<file path="src/rtl/enigma_pkg.sv">
// Shared constants, state encoding and position helpers for the Enigma step controller.
// Pure declarations: no latency, no backpressure.
package enigma_pkg;

  typedef logic [4:0] char_t;

  localparam char_t ALPHA_MAX    = 5'd25;
  localparam char_t CHAR_INVALID = 5'd31;

  localparam int NOTCH0_DEF  = 21;
  localparam int NOTCH1_DEF  = 4;
  localparam int TIMEOUT_DEF = 16;

  typedef enum logic [2:0] {
    IDLE  = 3'd0,
    STEP  = 3'd1,
    ISSUE = 3'd2,
    WAIT  = 3'd3,
    OUT   = 3'd4
  } state_t;

  function automatic char_t rot_inc(input char_t p);
    return (p >= ALPHA_MAX) ? 5'd0 : p + 5'd1;
  endfunction

  // Out-of-alphabet configuration values fall back to position 0.
  function automatic char_t pos_clamp(input char_t p);
    return (p > ALPHA_MAX) ? 5'd0 : p;
  endfunction

endpackage

</file>
<file path="src/rtl/enigma_step_ctrl_if.sv">
// Front-end, result and datapath signals of the step controller.
// Bundle only: no latency, no backpressure of its own.
interface enigma_step_ctrl_if;
  import enigma_pkg::*;

  logic  cfg_load;
  char_t cfg_pos0, cfg_pos1, cfg_pos2;
  logic  in_valid;
  char_t in_char;
  logic  in_ready;
  logic  out_valid;
  char_t out_char;
  logic  out_err;
  logic  out_ready;
  logic  dp_start;
  char_t dp_char;
  char_t dp_pos0, dp_pos1, dp_pos2;
  char_t dp_result;
  logic  dp_done;
  logic  busy;

  modport slave (
    input  cfg_load, cfg_pos0, cfg_pos1, cfg_pos2,
    input  in_valid, in_char,
    output in_ready,
    output out_valid, out_char, out_err,
    input  out_ready,
    output dp_start, dp_char, dp_pos0, dp_pos1, dp_pos2,
    input  dp_result, dp_done,
    output busy
  );

  modport master (
    output cfg_load, cfg_pos0, cfg_pos1, cfg_pos2,
    output in_valid, in_char,
    input  in_ready,
    input  out_valid, out_char, out_err,
    output out_ready,
    input  dp_start, dp_char, dp_pos0, dp_pos1, dp_pos2,
    output dp_result, dp_done,
    input  busy
  );

endinterface

</file>
<file path="src/rtl/enigma_rotor_stepper.sv">
// Next rotor positions for one keypress, including the middle-rotor double step.
// Combinational, zero latency; no backpressure.
module enigma_rotor_stepper
  import enigma_pkg::*;
(
  input  char_t pos0,
  input  char_t pos1,
  input  char_t pos2,
  input  char_t notch0,
  input  char_t notch1,
  output char_t pos0_nxt,
  output char_t pos1_nxt,
  output char_t pos2_nxt
);

  logic step1, step2;

  // The middle rotor at its own notch moves itself and the slow rotor.
  assign step2 = (pos1 == notch1);
  assign step1 = (pos0 == notch0) || step2;

  assign pos0_nxt = rot_inc(pos0);
  assign pos1_nxt = step1 ? rot_inc(pos1) : pos1;
  assign pos2_nxt = step2 ? rot_inc(pos2) : pos2;

endmodule

</file>
<file path="src/rtl/enigma_step_ctrl.sv">
// Per-letter sequencer: steps rotors, drives the datapath, returns the ciphertext.
// Latency: 4 cycles from acceptance to out_valid when dp_done comes in the first WAIT cycle.
// Backpressure: one letter in flight; in_ready low outside IDLE, result held until out_ready.
module enigma_step_ctrl
  import enigma_pkg::*;
#(
  parameter int NOTCH0  = NOTCH0_DEF,
  parameter int NOTCH1  = NOTCH1_DEF,
  parameter int TIMEOUT = TIMEOUT_DEF
) (
  input logic               clk,
  input logic               rst_n,
  enigma_step_ctrl_if.slave ctl
);

  localparam int              CW       = $clog2(TIMEOUT + 1);
  localparam char_t           NOTCH0_C = char_t'(NOTCH0);
  localparam char_t           NOTCH1_C = char_t'(NOTCH1);
  localparam logic [CW-1:0]   TMO_LAST = CW'(TIMEOUT - 1);

  state_t        state_q, state_d;
  char_t         pos0_q, pos1_q, pos2_q;
  char_t         pos0_nxt, pos1_nxt, pos2_nxt;
  char_t         char_q, res_q;
  logic          err_q;
  logic [CW-1:0] tmo_q;
  logic          tmo_expire;
  logic          char_bad;
  logic          in_ready_c, out_valid_c, dp_start_c, busy_c;

  assign tmo_expire = (tmo_q == TMO_LAST);
  assign char_bad   = (ctl.in_char > ALPHA_MAX);

  enigma_rotor_stepper u_stepper (
    .pos0     (pos0_q),
    .pos1     (pos1_q),
    .pos2     (pos2_q),
    .notch0   (NOTCH0_C),
    .notch1   (NOTCH1_C),
    .pos0_nxt (pos0_nxt),
    .pos1_nxt (pos1_nxt),
    .pos2_nxt (pos2_nxt)
  );

  always_comb begin
    state_d     = state_q;
    in_ready_c  = 1'b0;
    out_valid_c = 1'b0;
    dp_start_c  = 1'b0;
    busy_c      = 1'b1;
    case (state_q)
      IDLE: begin
        busy_c     = 1'b0;
        in_ready_c = !ctl.cfg_load;
        if (!ctl.cfg_load && ctl.in_valid) begin
          state_d = char_bad ? OUT : STEP;
        end
      end
      STEP:  state_d = ISSUE;
      ISSUE: begin
        dp_start_c = 1'b1;
        state_d    = WAIT;
      end
      WAIT: begin
        if (ctl.dp_done || tmo_expire) begin
          state_d = OUT;
        end
      end
      OUT: begin
        out_valid_c = 1'b1;
        if (ctl.out_ready) begin
          state_d = IDLE;
        end
      end
      default: state_d = IDLE;
    endcase
  end

  always_ff @(posedge clk or negedge rst_n) begin
    if (!rst_n) begin
      state_q <= IDLE;
      pos0_q  <= '0;
      pos1_q  <= '0;
      pos2_q  <= '0;
      char_q  <= '0;
      res_q   <= '0;
      err_q   <= 1'b0;
      tmo_q   <= '0;
    end else begin
      state_q <= state_d;
      case (state_q)
        IDLE: begin
          if (ctl.cfg_load) begin
            pos0_q <= pos_clamp(ctl.cfg_pos0);
            pos1_q <= pos_clamp(ctl.cfg_pos1);
            pos2_q <= pos_clamp(ctl.cfg_pos2);
          end else if (ctl.in_valid) begin
            // A bad letter is echoed back as the error result and never reaches the datapath.
            if (char_bad) begin
              res_q <= ctl.in_char;
              err_q <= 1'b1;
            end else begin
              char_q <= ctl.in_char;
            end
          end
        end
        STEP: begin
          pos0_q <= pos0_nxt;
          pos1_q <= pos1_nxt;
          pos2_q <= pos2_nxt;
        end
        ISSUE: tmo_q <= '0;
        WAIT: begin
          if (ctl.dp_done) begin
            res_q <= ctl.dp_result;
            err_q <= 1'b0;
          end else if (tmo_expire) begin
            res_q <= CHAR_INVALID;
            err_q <= 1'b1;
          end else begin
            tmo_q <= tmo_q + CW'(1);
          end
        end
        default: ;
      endcase
    end
  end

  assign ctl.in_ready  = in_ready_c;
  assign ctl.out_valid = out_valid_c;
  assign ctl.out_char  = res_q;
  assign ctl.out_err   = err_q;
  assign ctl.dp_start  = dp_start_c;
  assign ctl.dp_char   = char_q;
  assign ctl.dp_pos0   = pos0_q;
  assign ctl.dp_pos1   = pos1_q;
  assign ctl.dp_pos2   = pos2_q;
  assign ctl.busy      = busy_c;

endmodule

</file>
<file path="src/flat_wrapper.sv">
// flat-port wrapper written by rule: the top's interface ports become plain ports
module enigma_step_ctrl_flat import enigma_pkg::*;
#(
  parameter int NOTCH0  = NOTCH0_DEF,
  parameter int NOTCH1  = NOTCH1_DEF,
  parameter int TIMEOUT = TIMEOUT_DEF
)
  (clk, rst_n, ctl_cfg_load, ctl_cfg_pos0, ctl_cfg_pos1, ctl_cfg_pos2, ctl_in_valid, ctl_in_char, ctl_in_ready, ctl_out_valid, ctl_out_char, ctl_out_err, ctl_out_ready, ctl_dp_start, ctl_dp_char, ctl_dp_pos0, ctl_dp_pos1, ctl_dp_pos2, ctl_dp_result, ctl_dp_done, ctl_busy);
  enigma_step_ctrl_if ctl_i ();
  input logic clk;
  input logic rst_n;
  input wire logic [$bits(ctl_i.cfg_load)-1:0] ctl_cfg_load;
  input wire logic [$bits(ctl_i.cfg_pos0)-1:0] ctl_cfg_pos0;
  input wire logic [$bits(ctl_i.cfg_pos1)-1:0] ctl_cfg_pos1;
  input wire logic [$bits(ctl_i.cfg_pos2)-1:0] ctl_cfg_pos2;
  input wire logic [$bits(ctl_i.in_valid)-1:0] ctl_in_valid;
  input wire logic [$bits(ctl_i.in_char)-1:0] ctl_in_char;
  output wire logic [$bits(ctl_i.in_ready)-1:0] ctl_in_ready;
  output wire logic [$bits(ctl_i.out_valid)-1:0] ctl_out_valid;
  output wire logic [$bits(ctl_i.out_char)-1:0] ctl_out_char;
  output wire logic [$bits(ctl_i.out_err)-1:0] ctl_out_err;
  input wire logic [$bits(ctl_i.out_ready)-1:0] ctl_out_ready;
  output wire logic [$bits(ctl_i.dp_start)-1:0] ctl_dp_start;
  output wire logic [$bits(ctl_i.dp_char)-1:0] ctl_dp_char;
  output wire logic [$bits(ctl_i.dp_pos0)-1:0] ctl_dp_pos0;
  output wire logic [$bits(ctl_i.dp_pos1)-1:0] ctl_dp_pos1;
  output wire logic [$bits(ctl_i.dp_pos2)-1:0] ctl_dp_pos2;
  input wire logic [$bits(ctl_i.dp_result)-1:0] ctl_dp_result;
  input wire logic [$bits(ctl_i.dp_done)-1:0] ctl_dp_done;
  output wire logic [$bits(ctl_i.busy)-1:0] ctl_busy;
  assign ctl_i.cfg_load = ctl_cfg_load;
  assign ctl_i.cfg_pos0 = ctl_cfg_pos0;
  assign ctl_i.cfg_pos1 = ctl_cfg_pos1;
  assign ctl_i.cfg_pos2 = ctl_cfg_pos2;
  assign ctl_i.in_valid = ctl_in_valid;
  assign ctl_i.in_char = ctl_in_char;
  assign ctl_in_ready = ctl_i.in_ready;
  assign ctl_out_valid = ctl_i.out_valid;
  assign ctl_out_char = ctl_i.out_char;
  assign ctl_out_err = ctl_i.out_err;
  assign ctl_i.out_ready = ctl_out_ready;
  assign ctl_dp_start = ctl_i.dp_start;
  assign ctl_dp_char = ctl_i.dp_char;
  assign ctl_dp_pos0 = ctl_i.dp_pos0;
  assign ctl_dp_pos1 = ctl_i.dp_pos1;
  assign ctl_dp_pos2 = ctl_i.dp_pos2;
  assign ctl_i.dp_result = ctl_dp_result;
  assign ctl_i.dp_done = ctl_dp_done;
  assign ctl_busy = ctl_i.busy;
  enigma_step_ctrl #(.NOTCH0(NOTCH0), .NOTCH1(NOTCH1), .TIMEOUT(TIMEOUT)) u_core (.clk(clk), .rst_n(rst_n), .ctl(ctl_i));
endmodule
</file>
<file path="config.mk">
export PLATFORM = sky130hd
export DESIGN_NAME = enigma_step_ctrl_flat
export DESIGN_NICKNAME = d
export VERILOG_FILES = /design/src/rtl/enigma_pkg.sv /design/src/rtl/enigma_step_ctrl_if.sv /design/src/rtl/enigma_rotor_stepper.sv /design/src/rtl/enigma_step_ctrl.sv /design/src/flat_wrapper.sv
export SDC_FILE = /design/constraint.sdc
export NUM_CORES = 1
export LEC_CHECK = 0
export CORE_MARGIN = 5
export CORE_UTILIZATION = 38
export DETAILED_ROUTE_END_ITERATION = 16
export PLACE_DENSITY = 0.66
export SYNTH_ARGS = -nofsm -noshare
export SYNTH_HDL_FRONTEND = slang
export SYNTH_SLANG_ARGS = --single-unit
export TNS_END_PERCENT = 1
</file>
<file path="constraint.sdc">
create_clock -name clk -period 5.6 [get_ports clk]
set_input_delay 0.84 -clock clk [delete_from_list [all_inputs] [get_ports clk]]
set_output_delay 0.84 -clock clk [all_outputs]
set_load 0.05 [all_outputs]
</file>
* After elaboration in Yosys (flattened, before gate mapping)
Index checks and enable logic that the tools add are counted.
Widths: inputs -> output; s select.
** Cells by class
- $add $sub $neg :: 4
- $lt $le $gt $ge :: 7
- Equality and inequality tests :: 19
- Multiplexer cells :: 38
- Bitwise operators :: 2
- Reductions and logical operators :: 15
** Operators by type and width (count)
- $mux 5 :: 18
- $pmux 5 s2 :: 5
- $add 5x1->5 const B :: 4
- $gt 5x5->1 const B :: 4
- $ne 2x2->1 const B :: 8
- $ge 5x5->1 const B :: 3
- $pmux 3 s5 :: 1
- $mux 3 :: 4
- $reduce_and 3->1 :: 4
- $mux 1 :: 9
- $eq 3x2->1 const B :: 2
- $ne 2x1->1 const B :: 3
- $reduce_bool 2->1 :: 3
- $eq 5x3->1 const B :: 1
- $eq 5x4->1 const B :: 1
- $eq 5x5->1 const B :: 1
- $reduce_and 5->1 :: 1
- $reduce_and 4->1 :: 1
- $eq 3x1->1 const B :: 1
- $eq 3x3->1 const B :: 1
- $logic_not 3->1 :: 1
- $ne 3x2->1 const B :: 1
- $logic_or 1x1->1 :: 2
- $not 1->1 :: 2
- 4 further kinds :: 4
** Storage, ports and cells
- Flip-flop bits (word level) :: 34
- Input port bits :: 31

* Depth between registers and ports, before layout
- Depth after elaboration :: 5
- Mapped depth :: 7

* By module
A second synthesis with hierarchy kept.
** Unflattened totals
- Cell total of the unflattened synthesis :: 226
- Area, all modules :: 2198.4 um^2
** Modules (own cells, without submodules)
- enigma_step_ctrl :: times used 1, cells an instance 148, area an instance 1636.6 um^2, seq. area each 850.8 um^2
- enigma_rotor_stepper :: times used 1, cells an instance 78, area an instance 561.8 um^2, seq. area each 0.0 um^2

* Worst setup path before layout
Ideal clock, no wire load.
- Path type :: register to output
- Start :: register u_core.state_q[0]
- End :: output ctl_dp_start
- Data arrival time :: 1846 ps
- Required time :: 4760 ps
- Slack :: 2914 ps
- Cell stages (with the launch flop) :: 3
- Buffers on the path :: 1
- Cells stage by stage :: dfrtp_1 -> buf_6 -> nor3b_1
** Between the ends
- Word-level cells in the longest chain between the ends :: 2
** Ends and longest elaborated chain
- start, declared :: line enigma_step_ctrl.sv:21 : state_t state_q, state_d;
- start signal, assigned :: line enigma_step_ctrl.sv:90 : state_q <= state_d;
- $eq 3x2->1 :: line enigma_step_ctrl.sv:51 : case (state_q)
- $mux 1 :: line enigma_step_ctrl.sv:51
- end, declared :: line flat_wrapper.sv:23 : output wire logic [$bits(ctl_i.dp_start)-1:0] ctl_dp_start;
No other way between the ends.

* Final worst setup path
Ends and elaborated chain as after synthesis.

==> key figures <==
STA
  – Final hold vios: 0
  – Final Slew Violations: 0
  – Final setup viols: 0
  – Setup Skew: 7.89 ps
  – Slew margin rel.: 0.536
  – Fin Setup TNS: 0 ps
  – Final Cycle Share: 0.552
  – Final min period: between 3000 and 4000 ps
  – RSZ-0062 raised after global routing: false
  – Least-Margin Pin Slew: 693 ps
  – Achievable frequency: ~320 MHz

Power
  – Peak supply drop: 0.285 mV
  – Pleak: 1.22 nW
  – Pwr per Cell Area: ~630 nW/um2
  – Pwr Total: approximately 1.8 mW

Synth
  – Mapped Area: 2100 um2
  – Post-synth cell types: 42
  – Ys async rst share: 1.00
  – Sequential area share after synthesis: 0.405
  – Post-synth top cells: 34 x dfrtp_1, 21 x o21ai_0, 18 x nand2_1, 18 x nor2_1, 15 x inv_1
  – Number of synthesis warnings: 0
  – Most frequent cell after synthesis: dfrtp_1
  – Post-synth EDFFs: 0
  – Post-Synthesis Cells: 219
  – Largest cells by area after synthesis: dfrtp_1 40%, ha_1 5.4%, o21ai_0 5.0%, a22o_1 3.7%, mux2_4 3.6%
  – Synth Register Bits: 34
  – Avg Cell Area, Syn: 9.60 um2
  – Net count after synthesis: approximately 260
  – Top_reg_cell synth: dfrtp_1
  – Synth top area share: 0.405
  – Synth area leader: dfrtp_1

Clock network
  – CTS root buffer: clkbuf_8
  – Clock Tree Buf Depth: 2
  – Hold-fix buffers, CTS: 0
  – Cts repair resizes: 0
  – CTS tree: built
  – Reg clk slew, reported paths: 70 ps
  – Setup Fix Bufs, Post-CTS: 0
  – CTS HTree Levels: 2
  – Total CTS buffers: 5
  – Clk Latency, worst-skew pair: 290 ps
  – Clock Sinks: 34

Global route
  – Global route overflow: 0
  – Pin count of the biggest net entering global routing: 35
  – Initial antenna violation count: 0
  – First-pass GRT wire length: 8510 um
  – Number of global-route vias before repair: between 1,500 and 2,000
  – GRT Overall Usage: 0.143

Worst hold path
  – Hold_sp: u_core.tmo_q[4]$_DFFE_PN0P_
  – Tightest Hold Check Type: reg2reg
  – Hold Path Stages: 2
  – Hold Path End: u_core.tmo_q[4]$_DFFE_PN0P_

Floorplan
  – Die ar.: 7120 um2
  – Die Span X: 84.4 um
  – Total I/O pin count: 61
  – Row cnt: 27
  – Initial Util: 0.387
  – Chip Height: 84.4 um
  – CORE AREA: ~5400 um2

Detailed routing
  – DRC: 0
  – Routed WL: 4950 um
  – 1st-iter DRT viols: around 130
  – Pre-Repair DR Iteration Count: 4
  – Drt wl/cell: about 14 um
  – Via Count: 1,845
  – ANT nets after route: 0
  – Vias per cell: 5.24

Layout
  – Ant. Diodes: 0
  – Final nets: 319
  – Syn-to-layout area delta: 34.6%
  – Share of cells above drive strength 1: 0.0929

Place
  – Port Buf Inserts: 60
  – Detailed-placement wirelength estimate: 3670 um
  – Gp weighted congestion: a little over 0.8

Worst setup path
  – Required time worst endpoint: between 4000 and 5000 ps
  – CP Capture Type: output pin
  – Cells on worst reg2reg path: 6
  – Worst Path Max Fanout: 10
  – R2R Setup Slk: 3440 ps
  – Arrival time of the worst setup path: approximately 2300 ps
  – Worst R2R End: u_core.ctl.out_char[1]$_DFFE_PN0P_
  – Worst Setup Path Type: reg2out
  – Startpoint Class: flip-flop
  – R2R Path Start: u_core.tmo_q[0]$_DFFE_PN0P_

Run status
  – Status: finished clean

Run
  – Max Cap Viol: 0
report_power, final:
part,internal (mW),switching (mW)
Combinational,0.430,0.677
Clock,0.0988,0.0923
Sequential,0.354,0.130
Total,0.882,0.900
critical path, stage by stage, from the launching register on:
cell             delay, ps
dfrtp_1                510
nor3b_1                540
clkdlybuf4s50_1        910
worst max path at each step:
stage,start,endpoint,slack (ps),cells after the start
detailed placement,ctl_cfg_load,ctl_in_ready,2550,3
global placement,ctl_cfg_load,ctl_in_ready,2560,3
finish,u_core.state_q[0]$_DFFE_PN0P_,ctl_dp_start,2510,2
global route,u_core.state_q[0]$_DFFE_PN0P_,ctl_dp_start,2360,2
CTS,u_core.state_q[0]$_DFFE_PN0P_,ctl_dp_start,2470,2
floorplan,u_core.state_q[0]$_DFFE_PN0P_,ctl_dp_start,2910,2
state kept, by name, indices dropped and copies added (netlist names):
register             count
u_core.ctl.dp_char       5
u_core.ctl.dp_pos0       5
u_core.ctl.dp_pos2       5
u_core.tmo_q             5
u_core.ctl.out_char      5
u_core.ctl.out_err       1
u_core.state_q           3
u_core.ctl.dp_pos1       5
metal layers:
metal  track usage  share of wire  vias up
met5             0              0        -
met4        0.0345         0.0097        0
met3        0.0451          0.063        5
met2         0.229           0.44       59
met1         0.191           0.49      862
li1              -              -      919
per-stage QoR:
stage / instances / worst slack [ps] / hold WS [ps] / cell area (um2) / utilization
after global placement: 344 / 2560 / 470 / 2740 / 0.503
after floorplan: 219 / 2910 / 450 / 2100 / -
final: 352 / 2510 / 488 / 2830 / 0.521
after detailed placement: 344 / 2550 / 474 / 2740 / 0.503
after global routing: 352 / 2360 / 520 / 2830 / 0.521
after CTS: 352 / 2470 / 490 / 2830 / 0.521
cell families (layout without fill, tap and decap cells):
logic type | after synthesis | after routing | synth area share
and+or+nand+nor | 74 | 74 | 0.181
xor gates and xnor gates | 2 | 2 | 0.00833
muxes | 10 | 10 | 0.0625
buffers and inverters | 23 | 84 | 0.0577
DFF | 34 | 34 | 0.405
AOI/OAI and AO/OA | 67 | 67 | 0.233
adders and majority gates | 9 | 9 | 0.0535
layout make-up:
class | count | area, um2
clock buffer | 6 | 82.6
timing repair buffer | 61 | 608
tap | 72 | 90.1
fill | 508 | 2610
multi-input combinational | 162 | 1130
sequential | 34 | 851
inverter | 15 | 56.3
clock inverter | 2 | 12.5
cell usage in the layout, fill, tap and decap left out, types with 2 or more instances in the layout:
cell type	count
and3_1	7
dfrtp_1	34
a31oi_1	6
o21ai_1	5
mux2_4	5
mux2_2	5
o21a_1	4
a2bb2oi_1	2
xor2_1	2
nand2b_1	5
clkdlybuf4s50_1	60
clkbuf_8	6
o21ai_0	21
nand3_1	14
nor4_1	3
a22o_1	9
nor2_1	18
o211ai_1	7
nand2_1	18
a21oi_1	3
inv_1	15
ha_1	9
No activity file was read; power rests on OpenSTA's default activity.
